--- src/rtl/fft_pkg.sv ---
// Shared definitions for the channel FFT RAM producer and reader.
package fft_pkg;

  localparam int FFT_ADDR_W = 10;
  localparam int FFT_N      = 1 << FFT_ADDR_W;
  localparam int FFT_COMP_W = 14;

  typedef enum logic [1:0] {
    ST_FILL    = 2'd0,
    ST_LAST    = 2'd1,
    ST_DONE    = 2'd2,
    ST_RELEASE = 2'd3
  } wr_state_t;

  // Reverses the low w bits of v; upper bits of the result are zero.
  function automatic logic [31:0] bitrev(input logic [31:0] v, input int w);
    logic [31:0] r;
    r = '0;
    for (int i = 0; i < 32; i++) begin
      if (i < w) r[i] = v[5'(w - 1 - i)];
    end
    return r;
  endfunction

endpackage

--- src/rtl/sat_clip.sv ---
// Signed saturator: narrows IN_W to OUT_W, clamping to the OUT_W range.
module sat_clip #(
  parameter int IN_W  = 16,
  parameter int OUT_W = 14
) (
  input  logic signed [IN_W-1:0]  din,
  output logic        [OUT_W-1:0] dout,
  output logic                    clipped
);

  // Value fits iff every bit from the OUT_W sign bit upward matches.
  logic [IN_W-OUT_W:0] top;

  assign top     = din[IN_W-1:OUT_W-1];
  assign clipped = !((top == '0) || (top == '1));

  always_comb begin
    if (!clipped)
      dout = din[OUT_W-1:0];
    else if (din[IN_W-1])
      dout = {1'b1, {(OUT_W-1){1'b0}}};
    else
      dout = {1'b0, {(OUT_W-1){1'b1}}};
  end

endmodule

--- src/rtl/fft_ram_writer.sv ---
// Writes saturated complex samples into the FFT RAM in bit-reversed order
// and hands each complete frame to the reader via fftdone/detectdone.
module fft_ram_writer
  import fft_pkg::*;
#(
  parameter int ADDR_W = FFT_ADDR_W,
  parameter int IN_W   = 16,
  parameter int OUT_W  = FFT_COMP_W
) (
  input  logic                    clk,
  input  logic                    reset,
  input  logic                    in_valid,
  output logic                    in_ready,
  input  logic signed [IN_W-1:0]  in_real,
  input  logic signed [IN_W-1:0]  in_imag,
  input  logic                    detectdone,
  output logic [ADDR_W-1:0]       ramaddr,
  output logic [2*OUT_W-1:0]      ramdata,
  output logic                    ramwe,
  output logic                    fftdone,
  output logic                    satflag
);

  localparam logic [1:0] FILL    = ST_FILL;
  localparam logic [1:0] LAST    = ST_LAST;
  localparam logic [1:0] DONE    = ST_DONE;
  localparam logic [1:0] RELEASE = ST_RELEASE;

  logic [1:0]        state;
  logic [ADDR_W-1:0] count;
  logic [OUT_W-1:0]  sat_re;
  logic [OUT_W-1:0]  sat_im;
  logic              clip_re;
  logic              clip_im;
  logic              accept;

  sat_clip #(.IN_W(IN_W), .OUT_W(OUT_W)) u_sat_re (
    .din     (in_real),
    .dout    (sat_re),
    .clipped (clip_re)
  );

  sat_clip #(.IN_W(IN_W), .OUT_W(OUT_W)) u_sat_im (
    .din     (in_imag),
    .dout    (sat_im),
    .clipped (clip_im)
  );

  // Handshake outputs depend on the state register only.
  assign in_ready = (state == FILL);
  assign fftdone  = (state == DONE);
  assign accept   = in_valid && in_ready;

  always_ff @(posedge clk or posedge reset) begin
    if (reset) begin
      state   <= FILL;
      count   <= '0;
      ramaddr <= '0;
      ramdata <= '0;
      ramwe   <= 1'b0;
      satflag <= 1'b0;
    end else begin
      ramwe <= 1'b0;
      case (state)
        FILL: begin
          if (accept) begin
            ramaddr <= ADDR_W'(bitrev(32'(count), ADDR_W));
            ramdata <= {sat_re, sat_im};
            ramwe   <= 1'b1;
            count   <= count + 1'b1;
            if (clip_re || clip_im) satflag <= 1'b1;
            if (count == '1) state <= LAST;
          end
        end
        LAST: state <= DONE;
        DONE: begin
          if (detectdone) state <= RELEASE;
        end
        RELEASE: begin
          // The flag covers the frame just handed over, so it survives
          // until the reader lets go and the next frame begins.
          if (!detectdone) begin
            state   <= FILL;
            count   <= '0;
            satflag <= 1'b0;
          end
        end
        default: state <= FILL;
      endcase
    end
  end

endmodule

--- config.mk ---
export PLATFORM = sky130hd
export DESIGN_NAME = fft_ram_writer
export DESIGN_NICKNAME = d
export VERILOG_FILES = /design/src/rtl/fft_pkg.sv /design/src/rtl/sat_clip.sv /design/src/rtl/fft_ram_writer.sv
export SDC_FILE = /design/constraint.sdc
export NUM_CORES = 1
export LEC_CHECK = 0
export BUFFER_PORTS_ARGS = -buffer_cell sky130_fd_sc_hd__buf_4
export CORE_ASPECT_RATIO = 1.4
export CORE_MARGIN = 2
export CORE_UTILIZATION = 45
export CTS_CLUSTER_DIAMETER = 50
export DETAILED_ROUTE_END_ITERATION = 16
export PLACE_DENSITY = 0.84
export SLEW_MARGIN = 30
export SYNTH_ARGS = -nofsm -noshare
export SYNTH_HDL_FRONTEND = slang
export SYNTH_SLANG_ARGS = --single-unit
--- constraint.sdc ---
create_clock -name clk -period 1.7 [get_ports clk]
set_clock_uncertainty 0.05 [all_clocks]
set_input_delay 0.17 -clock clk [delete_from_list [all_inputs] [get_ports clk]]
set_output_delay 0.17 -clock clk [all_outputs]
set_load 0.01 [all_outputs]
==> key figures, run 1 <==
Status
  – Status: finished, violations left
  – Failing checks: negative setup slack

Route
  – Initial DRC Count: 95
  – Per-cell routed wire length: 14.2 um
  – DR WL met3: 344 um
  – M1 WL: 2520 um
  – Top layer in use: met4
  – Detailed-route vias per instance: 5.33
  – Final WL: 6690 um
  – Router iterations before antenna repair: 4
  – Vias: 2510
  – Drc violations: 0
  – Detail Route Antenna Nets: 0
  – Met2 WL: 3630 um

Critical path
  – Register-to-register setup slack: -0.008 ns
  – Reg2reg end: count[8]
  – Worst-path cell chain: inv_2, ha_4, or3b_4, buf_6, o21ai_4, o31ai_2
  – Max stage delay on crit path: 0.43 ns
  – Worst Setup Start Kind: flip-flop
  – FF-to-FF path depth: 6
  – FF-to-FF Start: state[0]
  – Worst path slowest cell: or3b_4
  – CP required: 1.83 ns
  – CP Capture Type: flip-flop
  – WP data arrival: 1.84 ns
  – CP max FO: 5
  – Critical path class: flip-flop to flip-flop

Synthesis
  – Top_reg_cell synth: dfrtp_1
  – Async SR Flop Fraction: 1.00
  – Post-synth EDFFs: 0
  – Largest cells by area after synthesis: dfrtp_1 (49%), nand2_1 (10%), o21ai_0 (9.4%), nor2_1 (5.4%), mux2_2 (4.7%)
  – Leading area contributor after synthesis: dfrtp_1
  – Syn Std Cell Area: 0.00265 mm^2
  – Syn. warnings: 0
  – Yosys cell types: 39
  – Syn nets: 351
  – Syn Inst Count: 310
  – Synth Register Bits: 52
  – Mean Syn Cell Area: 8.56 um^2
  – Seq/Total Area, Yosys: 0.490
  – Synth top area share: 0.490

Finish
  – Nets@finish: 441
  – Area added between synthesis and finish: 37.8%
  – Final std cells w/o fill: 471
  – Share of layout cells above drive strength 1: 0.367
  – Most frequent cells in the layout: buf_4 (99), nand2_1 (72), dfrtp_1 (52)
  – Commonest non-fill, non-tap cell in the layout: buf_4
  – Core Util, Final: 0.632
  – ANT cells: 0

Clocking
  – Total CTS buffers: 5
  – Clock tree root buffer cell: clkbuf_8
  – Buffer depth of the longest clock path: 2
  – Reg clk slew, reported paths: 0.09 ns
  – H-tree depth: 2
  – Clk sinks: 52
  – Clock Latency Late Sink: 0.30 ns
  – CTS tree: built

Place
  – Input/output buffers: 77
  – Post-detail-place hpwl: 4840 um
  – Placed Cells: 459
  – RePlAce Congestion: 0.854

Global route
  – Initial antenna violation count: 0
  – Global-route wire length before repair: 10400 um
  – Pin count of the biggest net entering global routing: 32
  – Gr ovfl total: 0
  – Vias in the first global route: 2344
  – Total Routing Usage GR: 0.210

Worst hold path
  – Worst Hold Class: input pin to flip-flop
  – Hold worst-path end: ramdata[0]
  – Hold depth: 3
  – Hold wc startpoint: in_imag[0]

Job
  – Max cap viols: 0

Timing
  – Tcrit/Tclk final: 1.00
  – Worst-Margin Slew: 0.480 ns
  – Final Max Tran Viols: 0
  – Peak Freq: 585 MHz
  – Setup ws final: -0.00806 ns
  – RSZ-0062 raised after global routing: yes
  – Final Setup Violations: 1
  – Max_slew headroom: 0.679
  – Final worst path period need: 1.71 ns
  – Final hold viol count: 0

Floorplanning
  – Starting density of the core: 0.459
  – Core outline area: 0.00578 mm^2
  – Die Height: 94.9 um
  – Total die area: 0.00654 mm^2
  – I/O pin cnt: 78
  – FP Rows: 33
  – Die width: 68.9 um

Power
  – PD cells: 1640 mW/mm^2
  – Peak supply drop: 1.19 mV
  – Leak: 0.00180 uW
-- per-stage QoR --
step	instance area [um^2]	TNS (ns)	hold slack (ns)	setup WS, ns	power [uW]
floorplan	2660	0	0.291	0.0197	3540
global placement	3430	-0.141	0.176	-0.0348	4790
detailed placement	3430	-0.572	0.179	-0.120	4900
CTS	3600	0	0.104	0.0174	5850
global route	3660	-0.231	0.130	-0.0641	6440
finish	3660	-0.00806	0.114	-0.00806	5990
-- worst max path at each step --
| stage | startpoint | endpoint | slack [ns] | cells after the start |
|---|---|---|---|---|
| after detailed placement | state[1] | count[6] | -0.12 | 6 |
| after CTS | state[0] | count[8] | 0.02 | 7 |
| after global routing | state[0] | count[8] | -0.06 | 6 |
| after floorplan | state[1] | count[5] | 0.02 | 7 |
| after global placement | state[0] | count[8] | -0.03 | 6 |
| final | state[0] | count[8] | -0.008 | 6 |
-- kinds of logic after synthesis --
kind of cell | after synthesis | share of synthesized area
DFF | 52 | 0.490
adders and majority gates | 5 | 0.0236
AOI/OAI and AO/OA | 83 | 0.184
muxes | 12 | 0.0523
buffers and inverters | 27 | 0.0424
and+or+nand+nor | 131 | 0.207
-- area by class of cell --
type / count / area [um^2]
Multi-Input combinational cell: 231 / 1340
Tap cell: 70 / 87.6
Inverter: 7 / 26.3
Fill cell: 477 / 2120
Timing Repair Buffer: 103 / 805
Clock inverter: 1 / 7.51
Clock buffer: 7 / 86.3
Sequential cell: 52 / 1300
-- critical path: cells and delay by family (launching register included) --
family          cells  cell delay [ns]
simple gates        1             0.43
flops               1             0.41
buf+inv             2             0.28
fa+ha+maj           1             0.22
compound gates      2             0.20
-- registers in the layout, indices dropped and copies added (netlist names) --
name     count
count       10
ramaddr     10
ramdata     28
ramwe        1
satflag      1
state        2
-- Yosys cell counts (2+ instances only) --
| library cell | count |
|---|---|
| a21boi_0 | 2 |
| a21oi_1 | 2 |
| a31oi_1 | 3 |
| and3_1 | 2 |
| buf_1 | 2 |
| buf_2 | 6 |
| clkbuf_1 | 11 |
| dfrtp_1 | 52 |
| ha_1 | 5 |
| inv_1 | 7 |
| mux2_2 | 11 |
| nand2_1 | 73 |
| nand2b_1 | 3 |
| nand3_1 | 5 |
| nor2_1 | 38 |
| o21a_1 | 2 |
| o21ai_0 | 50 |
| o21ai_1 | 10 |
| o21ba_2 | 2 |
| o31ai_1 | 5 |
-- power by group --
| part | internal [uW] | switching, uW |
|---|---|---|
| clock | 332 | 398 |
| sequential | 1760 | 326 |
| combinational | 1610 | 1560 |
-- metal layers --
metal | global-route usage | up-vias
met4 | 0.105 | 0
li1 | - | 1226
met1 | 0.233 | 1172
met3 | 0.0453 | 24
met5 | 0 | -
met2 | 0.366 | 88
-- what timing repair did --
item,in CTS,in global routing
endpoints found under the setup margin,8,7
pin swaps,2,8
hold buffers,1,0
hold endpoints to repair,21,0
resized for setup,12,9
buffers inserted,2,1
Note: power is estimated with default switching activity, not from simulation.
==> run 2: changes to the inputs <==
--- a/config.mk
+++ b/config.mk
@@ -5,13 +5,13 @@
 export SDC_FILE = /design/constraint.sdc
 export NUM_CORES = 1
 export LEC_CHECK = 0
-export BUFFER_PORTS_ARGS = -buffer_cell sky130_fd_sc_hd__buf_4
 export CORE_ASPECT_RATIO = 1.4
 export CORE_MARGIN = 2
 export CORE_UTILIZATION = 45
 export CTS_CLUSTER_DIAMETER = 50
 export DETAILED_ROUTE_END_ITERATION = 16
-export PLACE_DENSITY = 0.84
+export DONT_BUFFER_PORTS = 1
+export PLACE_DENSITY = 0.72
 export SLEW_MARGIN = 30
 export SYNTH_ARGS = -nofsm -noshare
 export SYNTH_HDL_FRONTEND = slang
==> run 2 against run 1 <==
  * Utilization down 9.0 points
  * Critical path type unchanged
  * Hold slack worse by 0.11 ns
  * Cell area down 14%
  * Final cell count down 16%
  * Largest cell class unchanged
  * Maximum frequency up 1.3%
  * Critical path depth unchanged
  * Combinational power down 29%
  * Sequential cell count unchanged
  * The run now ends clean
==> key figures, run 2 (synthesis gave the netlist of run 1 again) <==
Critical path
  – CP required: 1.85 ns
  – FF-to-FF Start: state[1]
  – CP max FO: 5
  – Worst Setup Start Kind: flip-flop
  – Critical path class: flip-flop to flip-flop
  – Reg2reg end: count[3]
  – FF-to-FF path depth: 6
  – WP data arrival: 1.84 ns
  – Register-to-register setup slack: 0.01 ns
  – CP Capture Type: flip-flop

Power
  – Psw: 2150 uW
  – Peak supply drop: 1.08 mV
  – PD cells: 1740 mW/mm^2
  – Flop pwr share: 0.428
  – Leak: 0.00144 uW
  – Clock power share: 0.161
  – Sw frac: 0.395
  – Internal power: 3300 uW
  – Combinational share of power: 0.411

Clocking
  – Total CTS buffers: 5
  – Buffer depth of the longest clock path: 2
  – Clock tree root buffer cell: clkbuf_8
  – Clock Latency Late Sink: 0.31 ns
  – H-tree depth: 2
  – CTS tree: built
  – Clk sinks: 52
  – Reg clk slew, reported paths: 0.11 ns

Route
  – Per-cell routed wire length: 15.5 um
  – Vias: 2169
  – Router iterations before antenna repair: 4
  – Initial DRC Count: 62
  – Detail Route Antenna Nets: 0
  – Detailed-route vias per instance: 5.48
  – Drc violations: 0
  – Final WL: 6150 um

Finish
  – Largest registers: ramdata: 28 flops, count: 10 flops, ramaddr: 10 flops
  – Share of layout cells above drive strength 1: 0.202
  – Area added between synthesis and finish: 18.2%
  – Finished layout cell area: 0.00314 mm^2
  – Nets@finish: 366
  – Most flop-heavy register: ramdata
  – Max reg flops: 28
  – Core Util, Final: 0.543
  – Most frequent cells in the layout: nand2_1 (72), dfrtp_1 (52), o21ai_0 (50)
  – Commonest non-fill, non-tap cell in the layout: nand2_1
  – ANT cells: 0

Timing
  – RSZ-0062 raised after global routing: yes
  – Final hold viol count: 0
  – Worst-Margin Slew: 0.424 ns
  – Final Setup Violations: 0
  – Final Max Tran Viols: 0
  – Peak Freq: 593 MHz
  – Tcrit/Tclk final: 0.992
  – Max_slew headroom: 0.714
  – Final worst path period need: 1.69 ns

Worst hold path
  – Worst Hold Class: input pin to flip-flop
  – Hold wc startpoint: in_imag[15]
  – Hold worst-path end: ramdata[7]
  – Hold depth: 3

Floorplanning
  – Starting density of the core: 0.459
  – Total die area: 0.00654 mm^2
  – Core outline area: 0.00578 mm^2
  – Die width: 68.9 um
  – FP Rows: 33
  – I/O pin cnt: 78
  – Die Height: 94.9 um

Global route
  – Total Routing Usage GR: 0.188
  – Pin count of the biggest net entering global routing: 53
  – Vias in the first global route: 1953
  – Gr ovfl total: 0
  – Global-route wire length before repair: 9250 um
  – Initial antenna violation count: 0

Place
  – Post-detail-place hpwl: 4150 um
  – Cell Area, Placed: 0.00285 mm^2
  – RePlAce Congestion: 0.785
  – Input/output buffers: 0

Job
  – Max cap viols: 0

Status
  – Status: complete, no violations
[run 2: cell count changes in the layout (fill, tap and decap cells not counted), sizes merged]
| cell | previous run | this run |
|---|---|---|
| buf | 102 | 22 |
| dlygate4sd3 | 1 | 6 |
| clkbuf | 7 | 5 |
| inv | 7 | 8 |
| bufinv | 0 | 1 |
[run 2: through the flow]
step           power, uW  setup slack, ns  hold slack, ns  TNS (ns)  cells
2_1_floorplan       3540           0.0197           0.291         0    310
3_3_place_gp        4130          -0.0369          0.0760    -0.156    380
3_5_place_dp        4220          -0.0959          0.0866    -0.474    380
4_1_cts             5320           0.0303        0.000850         0    394
5_1_grt             5840          -0.0322         0.00595   -0.0730    396
6_report            5450           0.0139         0.00759         0    396
[run 2: area by class of cell]
type,instances,area [um^2]
Clock buffer,5,68.8
Clock inverter,3,46.3
Fill cell,538,2640
Inverter,7,26.3
Multi-Input combinational cell,231,1340
Sequential cell,52,1300
Tap cell,70,87.6
Timing Repair Buffer,28,270
[run 2: layer usage]
layer | vias up | part of all wire | GRT usage
li1 | 1066 | - | -
met1 | 1028 | 0.40 | 0.219
met2 | 66 | 0.52 | 0.327
met3 | 9 | 0.058 | 0.0441
met4 | 0 | 0.016 | 0.0670
met5 | - | 0 | 0
[run 2: what timing repair did]
action,4_1_cts,5_1_grt
pin swaps,2,8
setup endpoints to repair,7,7
hold endpoints to repair,61,1
resized for setup,13,6
setup buffers,1,1
hold buffers,5,1
[run 2: worst max-delay path by stage]
| stage | from | to | slack, ns | cells past startpoint |
|---|---|---|---|---|
| floorplan | state[1] | count[5] | 0.02 | 7 |
| global placement | state[1] | count[8] | -0.04 | 6 |
| detailed placement | state[1] | count[3] | -0.1 | 6 |
| CTS | state[0] | count[3] | 0.03 | 7 |
| global route | state[1] | count[8] | -0.03 | 6 |
| finish | state[1] | count[3] | 0.01 | 6 |
[run 2: critical path: stages, from the launching register on]
cell and delay, ns:
dfrtp_1 0.42, inv_2 0.12, ha_4 0.22, or3b_4 0.44, buf_6 0.16, o21ai_2 0.11
o31ai_1 0.08
[run 2: power by group through the flow]
stage	registers [uW]	clock network [uW]	logic, uW
floorplan	2290	0	1250
global placement	2340	0	1790
detailed placement	2360	0	1860
CTS	2340	907	2070
global route	2410	954	2470
finish	2330	879	2240
